===== config.mk =====
export PLATFORM = sky130hd
export DESIGN_NAME = mul_div_unit
export DESIGN_NICKNAME = d
export VERILOG_FILES = /design/src/rtl/mul_div_unit_pkg.sv /design/src/rtl/mul_div_unit_md_datapath.sv /design/src/rtl/mul_div_unit.sv
export SDC_FILE = /design/constraint.sdc
export NUM_CORES = 1
export LEC_CHECK = 0
export ABC_AREA = 1
export CAP_MARGIN = 20
export CORE_MARGIN = 10
export CORE_UTILIZATION = 52
export CTS_CLUSTER_DIAMETER = 30
export DETAILED_ROUTE_END_ITERATION = 12
export PLACE_DENSITY = 0.72
export SETUP_SLACK_MARGIN = 0.4
export SLEW_MARGIN = 20
export SYNTH_ARGS = -nofsm -noshare
export SYNTH_HDL_FRONTEND = slang
export SYNTH_SLANG_ARGS = --single-unit

===== constraint.sdc =====
create_clock -name clk_i -period 5.1 [get_ports clk_i]
set_input_delay 1.53 -clock clk_i [delete_from_list [all_inputs] [get_ports clk_i]]
set_output_delay 1.53 -clock clk_i [all_outputs]
set_load 0.02 [all_outputs]

===== src/rtl/mul_div_unit_pkg.sv =====
// Shared encodings for the iterative multiply/divide unit: operation codes
// driven by the pipeline controller and the FSM state encoding.
package mul_div_unit_pkg;

  typedef enum logic [2:0] {
    MD_MULT  = 3'd0,
    MD_MULTU = 3'd1,
    MD_DIV   = 3'd2,
    MD_DIVU  = 3'd3,
    MD_MTHI  = 3'd4,
    MD_MTLO  = 3'd5
  } md_op_e;

  typedef enum logic [1:0] {
    MD_IDLE = 2'd0,
    MD_RUN  = 2'd1,
    MD_FIX  = 2'd2
  } md_state_e;

endpackage


===== src/rtl/mul_div_unit_md_datapath.sv =====
// Shared 2*WIDTH shift register: shift-add multiply (multiplier in the low half)
// or restoring divide (remainder in the high half, quotient shifting into the low half).
module md_datapath #(
  parameter int WIDTH = 32
) (
  input  logic               clk_i,
  input  logic               rst_ni,
  input  logic               load_i,
  input  logic               step_i,
  input  logic               is_div_i,
  input  logic [WIDTH-1:0]   low_i,
  input  logic [WIDTH-1:0]   opb_i,
  output logic [2*WIDTH-1:0] acc_o
);

  logic [2*WIDTH-1:0] acc_q, acc_d;
  logic [WIDTH-1:0]   opb_q, opb_d;
  logic [WIDTH:0]     add_sum;
  logic [WIDTH:0]     shifted;
  logic               sub_ok;
  logic [WIDTH-1:0]   sub_lo;

  assign add_sum = {1'b0, acc_q[2*WIDTH-1:WIDTH]} + (acc_q[0] ? {1'b0, opb_q} : '0);
  assign shifted = acc_q[2*WIDTH-1:WIDTH-1];
  assign sub_ok  = (shifted >= {1'b0, opb_q});
  // When the subtraction succeeds the difference is below the divisor, so W bits hold it.
  assign sub_lo  = shifted[WIDTH-1:0] - opb_q;

  always_comb begin
    acc_d = acc_q;
    opb_d = opb_q;
    if (load_i) begin
      acc_d = {{WIDTH{1'b0}}, low_i};
      opb_d = opb_i;
    end else if (step_i) begin
      if (is_div_i) begin
        if (sub_ok) acc_d = {sub_lo, acc_q[WIDTH-2:0], 1'b1};
        else        acc_d = {shifted[WIDTH-1:0], acc_q[WIDTH-2:0], 1'b0};
      end else begin
        acc_d = {add_sum, acc_q[WIDTH-1:1]};
      end
    end
  end

  always_ff @(posedge clk_i or negedge rst_ni) begin
    if (!rst_ni) begin
      acc_q <= '0;
      opb_q <= '0;
    end else begin
      acc_q <= acc_d;
      opb_q <= opb_d;
    end
  end

  assign acc_o = acc_q;

endmodule


===== src/rtl/mul_div_unit.sv =====
// Iterative MULT/MULTU/DIV/DIVU unit owning HI/LO. Operates on magnitudes and
// fixes signs in a single FIX cycle; Busy lets the controller stall.
module mul_div_unit
  import mul_div_unit_pkg::*;
#(
  parameter int WIDTH = 32,
  parameter int CNT_W = 6
) (
  input  logic             clk_i,
  input  logic             rst_ni,
  input  logic             start_i,
  input  logic [2:0]       mdop_i,
  input  logic [WIDTH-1:0] a_i,
  input  logic [WIDTH-1:0] b_i,
  input  logic             abort_i,
  output logic             busy_o,
  output logic             done_o,
  output logic [WIDTH-1:0] hi_o,
  output logic [WIDTH-1:0] lo_o,
  output md_state_e        state_o
);

  md_state_e          state_q, state_d;
  logic [CNT_W-1:0]   cnt_q, cnt_d;
  logic               is_div_q, neg_q, rem_neg_q, div0_q;
  logic [WIDTH-1:0]   hi_q, hi_d, lo_q, lo_d;
  logic               done_q, done_d;
  logic               accept, load, step, fix_wr, mt_hi, mt_lo;
  logic               is_signed, a_neg, b_neg;
  logic [WIDTH-1:0]   a_mag, b_mag;
  logic [2*WIDTH-1:0] acc;
  logic [WIDTH-1:0]   quot, rem;

  assign accept    = start_i && !abort_i && (mdop_i inside {MD_MULT, MD_MULTU, MD_DIV, MD_DIVU});
  assign is_signed = (mdop_i == MD_MULT) || (mdop_i == MD_DIV);
  assign a_neg     = is_signed && a_i[WIDTH-1];
  assign b_neg     = is_signed && b_i[WIDTH-1];
  assign a_mag     = a_neg ? -a_i : a_i;
  assign b_mag     = b_neg ? -b_i : b_i;

  // State register
  always_ff @(posedge clk_i or negedge rst_ni) begin
    if (!rst_ni) state_q <= MD_IDLE;
    else         state_q <= state_d;
  end

  // Next-state logic; abort wins over everything, including a new Start.
  always_comb begin
    state_d = state_q;
    case (state_q)
      MD_IDLE: if (accept) state_d = MD_RUN;
      MD_RUN:  if (abort_i) state_d = MD_IDLE;
               else if (cnt_q == CNT_W'(WIDTH-1)) state_d = MD_FIX;
      MD_FIX:  state_d = MD_IDLE;
      default: state_d = MD_IDLE;
    endcase
  end

  // Output decode
  always_comb begin
    busy_o = (state_q != MD_IDLE);
    load   = (state_q == MD_IDLE) && accept;
    step   = (state_q == MD_RUN);
    fix_wr = (state_q == MD_FIX) && !abort_i;
    mt_hi  = (state_q == MD_IDLE) && start_i && !abort_i && (mdop_i == MD_MTHI);
    mt_lo  = (state_q == MD_IDLE) && start_i && !abort_i && (mdop_i == MD_MTLO);
  end

  md_datapath #(.WIDTH(WIDTH)) u_datapath (
    .clk_i    (clk_i),
    .rst_ni   (rst_ni),
    .load_i   (load),
    .step_i   (step),
    .is_div_i (is_div_q),
    .low_i    (mdop_i[1] ? a_mag : b_mag),
    .opb_i    (mdop_i[1] ? b_mag : a_mag),
    .acc_o    (acc)
  );

  assign rem  = acc[2*WIDTH-1:WIDTH];
  assign quot = acc[WIDTH-1:0];

  always_comb begin
    cnt_d  = cnt_q;
    hi_d   = hi_q;
    lo_d   = lo_q;
    done_d = 1'b0;
    if (load) cnt_d = '0;
    else if (step) cnt_d = cnt_q + 1'b1;
    if (mt_hi) hi_d = a_i;
    if (mt_lo) lo_d = a_i;
    if (fix_wr) begin
      done_d = 1'b1;
      if (is_div_q) begin
        // Divide by zero: the divide loop already leaves |A| as remainder.
        lo_d = div0_q ? '1 : (neg_q ? -quot : quot);
        hi_d = rem_neg_q ? -rem : rem;
      end else begin
        {hi_d, lo_d} = neg_q ? -acc : acc;
      end
    end
  end

  always_ff @(posedge clk_i or negedge rst_ni) begin
    if (!rst_ni) begin
      cnt_q     <= '0;
      hi_q      <= '0;
      lo_q      <= '0;
      done_q    <= 1'b0;
      is_div_q  <= 1'b0;
      neg_q     <= 1'b0;
      rem_neg_q <= 1'b0;
      div0_q    <= 1'b0;
    end else begin
      cnt_q  <= cnt_d;
      hi_q   <= hi_d;
      lo_q   <= lo_d;
      done_q <= done_d;
      if (load) begin
        is_div_q  <= mdop_i[1];
        neg_q     <= a_neg ^ b_neg;
        rem_neg_q <= a_neg;
        div0_q    <= (b_i == '0);
      end
    end
  end

  assign done_o  = done_q;
  assign hi_o    = hi_q;
  assign lo_o    = lo_q;
  assign state_o = state_q;

endmodule


After elaboration in Yosys (flattened, before gate mapping)
Cells that the tools add are included.
- bits in registers: 173
- bits in latches: 0
- memory bits (writable): 0
- memory bits (read-only): 0
- output and inout port bits: 68
- logic and storage cells: 78
- memories: 0
- add/sub/neg operators: 8
- multipliers: 0
- divide/modulo/power cells: 0
- $lt $le $gt $ge: 1
- equal/unequal tests: 10
- shifts and indexed selects: 0
- mux-type cells: 26
- bitwise operators: 1
- reductions and logical operators: 21
- operator list (operator ; count):
    $mux 32 ; 14
    $mux 64 ; 5
    $neg 32->32 ; 4
    $neg 64->64 ; 1
    $add 32x33->33 ; 1
    $ge 33x32->1 ; 1
    $logic_not 32->1 ; 1
    $sub 32x32->32 ; 1
    $mux 6 ; 2
    $logic_and 1x1->1 ; 10
    $reduce_bool 2->1 ; 4
    $add 6x1->6 const B ; 1
    $eq 3x2->1 const B ; 2
    $eq 3x3->1 const B ; 2
    $eq 6x5->1 const B ; 1
    $mux 2 ; 3
    $pmux 2 s2 ; 1
    $reduce_bool 4->1 ; 1
    $eq 3x1->1 const B ; 1
    $logic_not 3->1 ; 1
    $ne 3x2->1 const B ; 1
    $eq 2x1->1 const B ; 1
    $eq 2x2->1 const B ; 1
    $logic_not 2->1 ; 1
    6 further kinds ; 6

Longest topological paths before layout
Gate-level depths: netlist of run 1.
- depth in word-level cells: 6
- gate-level depth with buffers: 19

Modules after synthesis
From an unflattened synthesis of run 1, not the netlist that was laid out.
- cells, all modules: 3275
- area total of the unflattened synthesis: 18755.5 µm²
- by module, submodules not included (module ; instances ; cells an instance ; area each (µm²) ; seq. area each (µm²)):
    md_datapath ; 1 ; 1669 ; 9811.9 ; 2402.3
    mul_div_unit ; 1 ; 1606 ; 8943.6 ; 1926.8

Worst setup path after synthesis of run 1
No wires, ideal clock.
- path kind: input -> register
- start: input port b_i[0]
- end: register u_datapath.acc_q[22], in the netlist u_datapath.acc_o[22]
- setup time: 0.113 ns
- arrival: 2.868 ns
- data required time: 4.987 ns
- path slack: 2.119 ns
- stages on the path: 14
- path buffers: 0
- cell sequence: inv_1 > ha_1 > nand3_2 > nor2_1 > nand2_1 > nor2_2 > nand2_1 > nand2_1 > nand2_1 > xor2_1 > nand2_1 > nand3_1 > nand2_1 > inv_1
- word-level cells in the longest chain between the ends: 4
- ends and longest elaborated chain (element ; line ; source):
    start: declaration ; mul_div_unit.sv:14 ; input logic [WIDTH-1:0] b_i,
    $neg 32->32 ; mul_div_unit.sv:39 ; assign b_mag = b_neg ? -b_i : b_i;
    $mux 32 ; mul_div_unit.sv:39 ;
    $mux 32 ; mul_div_unit.sv:75 ; .low_i (mdop_i[1] ? a_mag : b_mag),
    $mux 64 ; mul_div_unit_md_datapath.sv:32 ; if (load_i) begin
    end signal: assignment ; mul_div_unit_md_datapath.sv:47 ; acc_q <= '0;
    end signal: assignment ; mul_div_unit_md_datapath.sv:50 ; acc_q <= acc_d;
    end: declaration ; mul_div_unit_md_datapath.sv:16 ; logic [2*WIDTH-1:0] acc_q, acc_d;
No other way between the ends.
A chain may end at the register's enable or synchronous reset.

Worst setup path after layout of run 1
- start: input port a_i[0]
- end: register u_datapath.acc_q[20], in the netlist u_datapath.acc_o[20]
- word-level cells in the longest chain between the ends: 4
- ends and longest elaborated chain (element ; line ; source):
    start: declaration ; mul_div_unit.sv:13 ; input logic [WIDTH-1:0] a_i,
    $neg 32->32 ; mul_div_unit.sv:38 ; assign a_mag = a_neg ? -a_i : a_i;
    $mux 32 ; mul_div_unit.sv:38 ;
    $mux 32 ; mul_div_unit.sv:75 ;
    $mux 64 ; mul_div_unit_md_datapath.sv:32 ;
No other way between the ends.

==> results.txt, run 1 <==
The worst clock skew on the final layout is 16.7 ps. The most used flip-flop cell after synthesis is sky130_fd_sc_hd__dfrtp_1. Leaving out fill and tap cells, the most frequent cells in the layout are 1084 x sky130_fd_sc_hd__nand2_1, 419 x sky130_fd_sc_hd__inv_1, 325 x sky130_fd_sc_hd__nor2_1. Of all nets on the critical path, the largest fanout is 6. The number of antenna violations at the first check in global routing came out at 0. The run finished with clean final reports.

The uppermost signal routing layer after detailed routing is met4. Buffers inserted to repair hold after CTS numbered 0. Compared with the post-synthesis result, the final layout area differs by 12.8%. The die boundary height came out at approximately 210 um. In the final routing, the length of wire on met1 measures 31000 um.

The signal on the critical path passes through clkdlybuf4s50_1 -> inv_1 -> ha_1 -> nand3_1 -> nor2_1 -> nand3_1 -> o21ai_2 -> nand2_1 -> xor2_1 -> nand2_1 -> nand3_1 -> nand2_1 -> inv_1. The final critical path takes up approximately 84% of the cycle. In this run the clock root is driven by a sky130_fd_sc_hd__clkbuf_16.

The slowest cell on the critical path is sky130_fd_sc_hd__clkdlybuf4s50_1. The min-delay analysis places its worst path in the category reg -> reg. The share of the core filled with cells came out at between 50% and 60%. Once the floorplan was initialized, standard cells occupied about 53% of the core. The die covers ~0.043 mm^2.

The share of the yosys chip area belonging to registers came out at between 20% and 30%. The met3 wire length is 9540 um. The half-perimeter wire length after placement came out at ~64000 um. The number of setup violations in the final report is 0. Of all flip-flops after synthesis, the portion carrying an async set or reset was 100%. The number of rows in the core area is around 70. In this design, the stage delay of the slowest critical-path cell is slightly above 500 ps. For this design the static power due to leakage is 10.5 nW. The kind of critical path is in -> reg.

The nature of the critical path endpoint is a register. The final wirelength is around 80000 um. Clock tree synthesis inserted a total of 17 buffers. The maximum root-to-sink buffer count came out at 2. The number of global-route vias before repair came out at just over 20000.

The combined buffer and inverter count along the critical path came out at 3. The H-tree generated during clock tree synthesis spans 4 levels. The number of different library cells in the post-synthesis netlist came out at 56.

The area of the core is 0.0346 mm^2. The maximum number of pins on one net before global-route repair is around 100. The number of instances in the placed design came out at 3653. After clock tree synthesis, the repair step resized 0 gates. The first-pass iteration count of the detailed router is 6. The post-detailed-route wirelength per cell is approximately 22 um. The largest vdd supply drop is between 0.0007 and 0.0008 V. After filler insertion, the fill cell instance count of the layout stands at about 3500. The TritonCTS clock tree is done.

The global-route wire length before repair is 119000 um. The overall die width is a little over 200 um. STA classifies the critical path startpoint as a primary input.

The mapped cell area is 0.0183 mm^2. The overall track demand over capacity in global routing came out at 35.2%. When the netlist entered floorplanning its net count stood at 3280. STA puts the critical path data required time at 5510 ps. The total negative slack for setup checks came out at 0 ps.

The multi-input logic area came out at roughly 0.012 mm^2. The via density per instance came out at roughly 6. The number of max-slew violations in the final report is 0. The clock latency reported for the late side of the worst-skew pair came out at approximately 470 ps. The clock period minus worst slack is around 4300 ps. Counting flops and latches in the post-synthesis netlist gives between 150 and 200.

The count of maximum capacitance violations came out at 0. The register area came out at between 0.004 and 0.005 mm^2. The clock transition at the registers of the reported paths came out at roughly 80 ps. The timing-limited maximum frequency is 233 MHz. The average size of a mapped cell came out at between 5 and 6 um^2. The share of cells above drive strength 1 came out at ~4%. Setup repair after global routing left no endpoint under its margin. For the worst setup path, the data arrival time is ~4700 ps. The number of hold-slack violations in the final timing report came to 0. The number of DRC violations after detailed-routing iteration 0 came out at 2494. The count of yosys warnings during synthesis came out at 0. The met2 routed wirelength is between 30000 and 40000 um. The total I/O pin count came out at ~140. The total inserted antenna cells is 0. After global routing the overflow that remains totals 0. The weighted congestion at the end of routability-driven global placement came out at between 1 and 1.5.

The detailed-route via count is 21900. In the synthesized netlist, the number of instances is ~3100. The final standard cell count with taps included and fillers excluded came out at between 3000 and 4000.

The number of enable-type register cells in the synthesized netlist came out at 0. For this run, the post-layout net count is 3359. Leaving out fill and tap cells, the most frequent cell in the layout is sky130_fd_sc_hd__nand2_1. For the pin with the worst max-slew slack, the measured transition is 1090 ps. The remaining number of nets flagged by the antenna check after routing is 0.

The relative slew slack came out at between 20% and 30%. The power density normalized to cell area is roughly 540 mW/mm^2. Buffers added to address setup during post-CTS repair amount to 0.

CTS saw roughly 170 sinks. Input and output buffers added on the ports amount to 138. The DRC violations left is 0. In this design, the largest share of critical-path delay is due to simple AND/OR/NAND/NOR gates.
## per-layer routing
layer  GRT usage (%)  up-vias
met1            43.9    10000
li1                -    10200
met4            22.0        0
met5               0        -
met2            52.6     1396
met3            10.1      270
## report_power, final
| part | total (mW) | internal [mW] | switching (mW) |
|---|---|---|---|
| Clock | 1.53 | 0.876 | 0.649 |
| Combinational | 6.98 | 2.30 | 4.68 |
| Sequential | 2.60 | 1.76 | 0.845 |
| Total | 11.1 | 4.93 | 6.18 |
## state kept, by name, summed over array words and instances (netlist names), 2 cells and up
register          cells
lo_o                 32
cnt_q                 6
hi_o                 32
u_datapath.opb_q     32
state_o               2
u_datapath.acc_o     64
## through the flow
step                      hold slack (ps)  cell area [um^2]  setup slack, ps  total power [mW]
after global routing                  519             20700              810              11.9
after detailed placement              473             20000              661              9.37
final                                 487             20700              812              11.1
after global placement                468             20000              647              9.29
after CTS                             490             20700             1120              10.9
after floorplan                       449             18300             2120              7.12
## final timing paths
check / start / end / slack [ps] / depth (start not counted)
max: a_i[0] / u_datapath.acc_o[20]$_DFFE_PN0P_ / 810 / 13
min: lo_o[3]$_DFFE_PN0P_ / lo_o[3]$_DFFE_PN0P_ / 490 / 2
max reg2reg: u_datapath.acc_o[0]$_DFFE_PN0P_ / u_datapath.acc_o[57]$_DFFE_PN0P_ / 1630 / 13
min reg2reg: lo_o[3]$_DFFE_PN0P_ / lo_o[3]$_DFFE_PN0P_ / 490 / 2
max in group asynchronous: rst_ni / u_datapath.acc_o[58]$_DFFE_PN0P_ / 3010 / 2
min in group asynchronous: rst_ni / hi_o[27]$_DFFE_PN0P_ / 1130 / 1
## worst reg2reg max path, cell delays in order (launching register included)
cell and delay (ps):
sky130_fd_sc_hd__dfrtp_1 850, sky130_fd_sc_hd__buf_4 410, sky130_fd_sc_hd__nand2_1 170, sky130_fd_sc_hd__fa_1 480, sky130_fd_sc_hd__o21ai_1 390, sky130_fd_sc_hd__nand2_1 90
sky130_fd_sc_hd__nand2_1 160, sky130_fd_sc_hd__nand2_1 70, sky130_fd_sc_hd__nand2_1 130, sky130_fd_sc_hd__nand2_1 150, sky130_fd_sc_hd__nand3_1 120, sky130_fd_sc_hd__nand3_1 150
sky130_fd_sc_hd__nand3_1 130, sky130_fd_sc_hd__nand2_1 60
## synth_stat cells (all sizes together), types with 2 or more instances
master / count / area [um^2]
nand3b: 14 / 105
buf: 46 / 270
a31oi: 9 / 56.3
nor3b: 2 / 15.0
or2: 4 / 25.0
inv: 430 / 1610
o211ai: 66 / 541
o21a: 4 / 30.0
clkinv: 2 / 7.51
nor3: 40 / 200
nand2: 1095 / 4140
xor2: 58 / 508
a21o: 4 / 30.0
nor2: 346 / 1390
a22oi: 16 / 125
o31ai: 4 / 30.0
o221ai: 6 / 52.6
nand3: 267 / 1390
clkbuf: 56 / 210
nor4: 6 / 58.8
ha: 69 / 863
nand4: 39 / 244
o21bai: 14 / 105
fa: 2 / 40.0
a21oi: 137 / 693
xnor2: 17 / 149
a21boi: 3 / 22.5
dfrtp: 173 / 4330
o21ai: 204 / 1050
## area by class of cell
type	instances	area share [%]
Tap cell	455	2.75
Inverter	432	7.85
Sequential cell	173	21.0
Timing Repair Buffer	162	7.72
Clock inverter	12	1.02
Clock buffer	19	2.09
Multi-Input combinational cell	2431	57.6
## kinds of logic after synthesis
logic type	count (synthesis)	synth area share [%]
buffers and inverters	534	11.5
flip-flops	173	23.6
adder cells (fa/ha/maj)	71	4.93
XOR/XNOR	75	3.58
AO/OA/AOI/OAI	470	15.0
AND/OR/NAND/NOR	1815	41.4
Power figures use the tool's default switching activity.
==> run 2, diff against run 1 <==
--- a/config.mk
+++ b/config.mk
@@ -11,7 +11,7 @@
 export CORE_UTILIZATION = 52
 export CTS_CLUSTER_DIAMETER = 30
 export DETAILED_ROUTE_END_ITERATION = 12
-export PLACE_DENSITY = 0.72
+export PLACE_DENSITY = 0.75
 export SETUP_SLACK_MARGIN = 0.4
 export SLEW_MARGIN = 20
 export SYNTH_ARGS = -nofsm -noshare
==> constraint.sdc (replaced) <==
create_clock -name clk_i -period 3.8 [get_ports clk_i]
set_input_delay 1.14 -clock clk_i [delete_from_list [all_inputs] [get_ports clk_i]]
set_output_delay 1.14 -clock clk_i [all_outputs]
set_load 0.02 [all_outputs]
==> results.txt, run 2 (same netlist as run 1, synthesis figures left out) <==
The share of cells above drive strength 1 came out at 5.17% (was 4.00%). The final layout net count was 3397 (was 3359). The total setup buffers inserted after CTS came out at 0 (unchanged). The number of resized instances in the post-cts repair step is 0 (unchanged).

The detailed-route via count came out at 22000 (was 21900). The number of max-slew violations in the final report came out at 0 (unchanged). The final wirelength came out at 79800 um (was 79900 um). The area of placed instances is 0.0203 mm^2 (was 0.0200 mm^2). The clock period minus worst slack came out at 3170 ps. The number of DRC violations after detailed-routing iteration 0 is 2801 (was 2494). The peak fanout along the critical path came to 6 (unchanged). The combined buffer and inverter count along the critical path is 3 (unchanged). The worst clock skew on the final layout was 12.4 ps (was 16.7 ps). The met3 routing resource usage after global routing came to 10.2% (was 10.1%). The largest vdd supply drop is 0.000627 V (was 0.000714 V). The largest delay contributor family on the critical path is simple AND/OR/NAND/NOR gates (unchanged). The DRC violations left came to 0 (unchanged). The critical path depth came out at 14 (was 13).

The clock transition at the registers of the reported paths came to 70 ps (was 80 ps). The required time of the worst setup path came to 4160 ps (was 5510 ps). Cells along the critical path: clkdlybuf4s50_1 -> inv_1 -> ha_1 -> nand3_1 -> nor2_1 -> nand3_1 -> o21ai_2 -> o21ai_0 -> nand2_1 -> nand2_1 -> nand2_1 -> nand3_1 -> o21ai_1 -> inv_1 (was clkdlybuf4s50_1 -> inv_1 -> ha_1 -> nand3_1 -> nor2_1 -> nand3_1 -> o21ai_2 -> nand2_1 -> xor2_1 -> nand2_1 -> nand3_1 -> nand2_1 -> inv_1). The overall track demand over capacity in global routing was 35.3% (was 35.2%). The total I/O pin count is 139 (unchanged).

The TritonCTS clock tree is done (unchanged). Status: completed (unchanged). The total inserted antenna cells is 0 (unchanged). The startpoint kind of the worst setup timing path was a primary input (unchanged). The class of the worst hold path is reg -> reg (unchanged). The overall die width is 208 um (unchanged). The post-detailed-route wirelength per cell is 21.4 um (was 21.7 um). The cell at the root of the clock tree is sky130_fd_sc_hd__clkbuf_16 (unchanged). The global route total overflow was 0 (unchanged). The die boundary height is 208 um (unchanged). The number of hold buffers added after CTS is 0 (unchanged).

The clock latency reported for the late side of the worst-skew pair is 470 ps (about the same). Unrepaired setup endpoints after global routing: no (unchanged). Derived from the worst setup path, the maximum achievable clock frequency is 315 MHz.

The area of the core was 0.0346 mm^2 (unchanged). The slowest cell on the critical path is sky130_fd_sc_hd__clkdlybuf4s50_1 (unchanged). The arrival time reported for the critical path endpoint is 3530 ps (was 4700 ps). The power density normalized to cell area is 716 mW/mm^2 (was 538 mW/mm^2). The met2 global-route usage came out at 53.4% (was 52.6%).

The post-route total power is 15.0 mW (was 11.1 mW). The placement-stage worst setup slack was 208 ps (was 661 ps). The first-pass iteration count of the detailed router was 6 (unchanged). The launch point of the worst path was a_i[0] (unchanged). The endpoint of the worst-slack reg-to-reg timing path is u_datapath.acc_o[34]$_DFFE_PN0P_ (was u_datapath.acc_o[57]$_DFFE_PN0P_).

The weighted congestion at the end of routability-driven global placement was 1.07 (was 1.10). The number of rows in the core area came out at 68 (unchanged). The number of hold-slack violations in the final timing report is 0 (unchanged).

The starting density of the core came to 52.9% (unchanged). The nature of the critical path endpoint is a register (unchanged). The number of buffers added on ports is 138 (unchanged). The leakage component of the power is 10.6 nW (was 10.5 nW). The number of clock sinks seen by CTS came out at 173 (unchanged). The launch point of the worst reg-to-reg path was u_datapath.acc_o[47]$_DFFE_PN0P_ (was u_datapath.acc_o[0]$_DFFE_PN0P_). The destination of the critical timing path is u_datapath.acc_o[16]$_DFFE_PN0P_ (was u_datapath.acc_o[20]$_DFFE_PN0P_). The maximum root-to-sink buffer count is 2 (unchanged). The relative slew slack came to 36.2% (was 27.3%). The transition time at the pin with the least slew margin came to 948 ps (was 1090 ps). Top library cells by usage in the layout, fill and taps aside: 1084 x sky130_fd_sc_hd__nand2_1, 420 x sky130_fd_sc_hd__inv_1, 325 x sky130_fd_sc_hd__nor2_1 (was 1084 x sky130_fd_sc_hd__nand2_1, 419 x sky130_fd_sc_hd__inv_1, 325 x sky130_fd_sc_hd__nor2_1). The multi-input logic area came out at 0.0119 mm^2 (about the same).

The smallest setup slack after layout is 625 ps (was 812 ps). The met1 track utilization from global routing was 44.3% (was 43.9%). The kind of critical path is in -> reg (unchanged). The number of flip-flops under the largest register name is 64 (unchanged).

The most congested layer reported by global routing is met2 (unchanged). Of the available clock period, the critical path in the final layout requires around 84%. The depth of the most critical reg-to-reg path is 14 (was 13). The register area is 0.00433 mm^2 (unchanged). The half-perimeter wire length after placement came out at 65100 um (was 64100 um). The number of antenna violations at the first check in global routing is 0 (unchanged). The area of the die is 0.0431 mm^2 (unchanged). The commonest non-fill, non-tap cell in the layout is sky130_fd_sc_hd__nand2_1 (unchanged). The number of setup violations in the final report is 0 (unchanged). The final hold slack came to 480 ps (was 487 ps).

The number of H-tree levels was 4 (unchanged). The maximum number of pins on one net before global-route repair came out at 110 (was 101). The number of buffers inserted during clock tree synthesis is 17 (unchanged). The remaining number of nets flagged by the antenna check after routing is 0 (unchanged). The via density per instance is 5.90 (was 5.95). The relative area change from synthesis to final layout is 14.3% (was 12.8%).

The number of fillers in the final layout is 3417 (was 3504). The global-route wire length before repair was 119000 um (about the same). The reg2reg setup slack is 630 ps (was 1630 ps). The delay of the slowest cell on the worst path was 470 ps (was 510 ps). The number of global-route vias before repair is 20500 (was 20300).

The count of maximum capacitance violations came out at 0 (unchanged). The total negative slack for setup checks came to 0 ps (unchanged). The area of all placed cells without fillers was 0.0209 mm^2 (was 0.0207 mm^2).
run 2: cell types whose count changed in the layout (fill, tap and decap cells not counted), moves of 2 or more:
cell / before / now
sky130_fd_sc_hd__buf_4: 21 / 58
sky130_fd_sc_hd__bufinv_16: 5 / 2
sky130_fd_sc_hd__clkbuf_8: 0 / 3
sky130_fd_sc_hd__buf_12: 2 / 4
sky130_fd_sc_hd__clkinv_2: 0 / 2
sky130_fd_sc_hd__inv_6: 4 / 2
run 2: per-layer routing:
| layer | vias to the layer above | wire, um | part of all wire, % |
|---|---|---|---|
| met5 | - | 0 | 0 |
| met4 | 0 | 4870 | 6.1 |
| met3 | 279 | 9900 | 12 |
| met2 | 1438 | 33900 | 43 |
| met1 | 9983 | 31100 | 39 |
| li1 | 10300 | - | - |
run 2: report_power, final:
group / total (mW) / internal, mW / switching [mW] / leakage [nW]
combinational: 9.93 / 3.25 / 6.68 / 8.19
clock: 1.87 / 1.03 / 0.835 / 0.296
sequential: 3.20 / 2.37 / 0.836 / 2.15
total: 15.0 / 6.64 / 8.35 / 10.6
run 2: worst reg2reg max path: cells and delay by family, from the launching register on:
family                   cells  cell delay, ps
AND/OR/NAND/NOR             10            1430
adder cells (fa/ha/maj)      1             480
AO/OA/AOI/OAI                1             170
flip-flops                   1             580
buffers and inverters        2             400
run 2: layout make-up:
| cell class | instances | share of cell area (%) |
|---|---|---|
| clock buffer | 21 | 2.25 |
| clock inverter | 11 | 0.633 |
| inverter | 432 | 7.74 |
| multi-input combinational | 2431 | 56.9 |
| sequential | 173 | 20.7 |
| tap | 455 | 2.72 |
| timing repair buffer | 200 | 9.06 |
run 2: per-stage QoR:
step                      util (%)  std cells
final                         60.5       3723
after global routing          60.5       3723
after CTS                     60.4       3723
after detailed placement      58.7       3691
after global placement        58.7       3691
after floorplan                  -       3138
run 2: worst min path at each step:
stage	from	endpoint	slack [ps]	cells after the start
5_1_grt	hi_o[28]$_DFFE_PN0P_	hi_o[28]$_DFFE_PN0P_	520	2
6_report	lo_o[3]$_DFFE_PN0P_	lo_o[3]$_DFFE_PN0P_	480	2
3_3_place_gp	cnt_q[5]$_DFFE_PN0P_	cnt_q[5]$_DFFE_PN0P_	470	1
4_1_cts	lo_o[3]$_DFFE_PN0P_	lo_o[3]$_DFFE_PN0P_	490	2
3_5_place_dp	lo_o[3]$_DFFE_PN0P_	lo_o[3]$_DFFE_PN0P_	470	2
2_1_floorplan	cnt_q[5]$_DFFE_PN0P_	cnt_q[5]$_DFFE_PN0P_	450	1
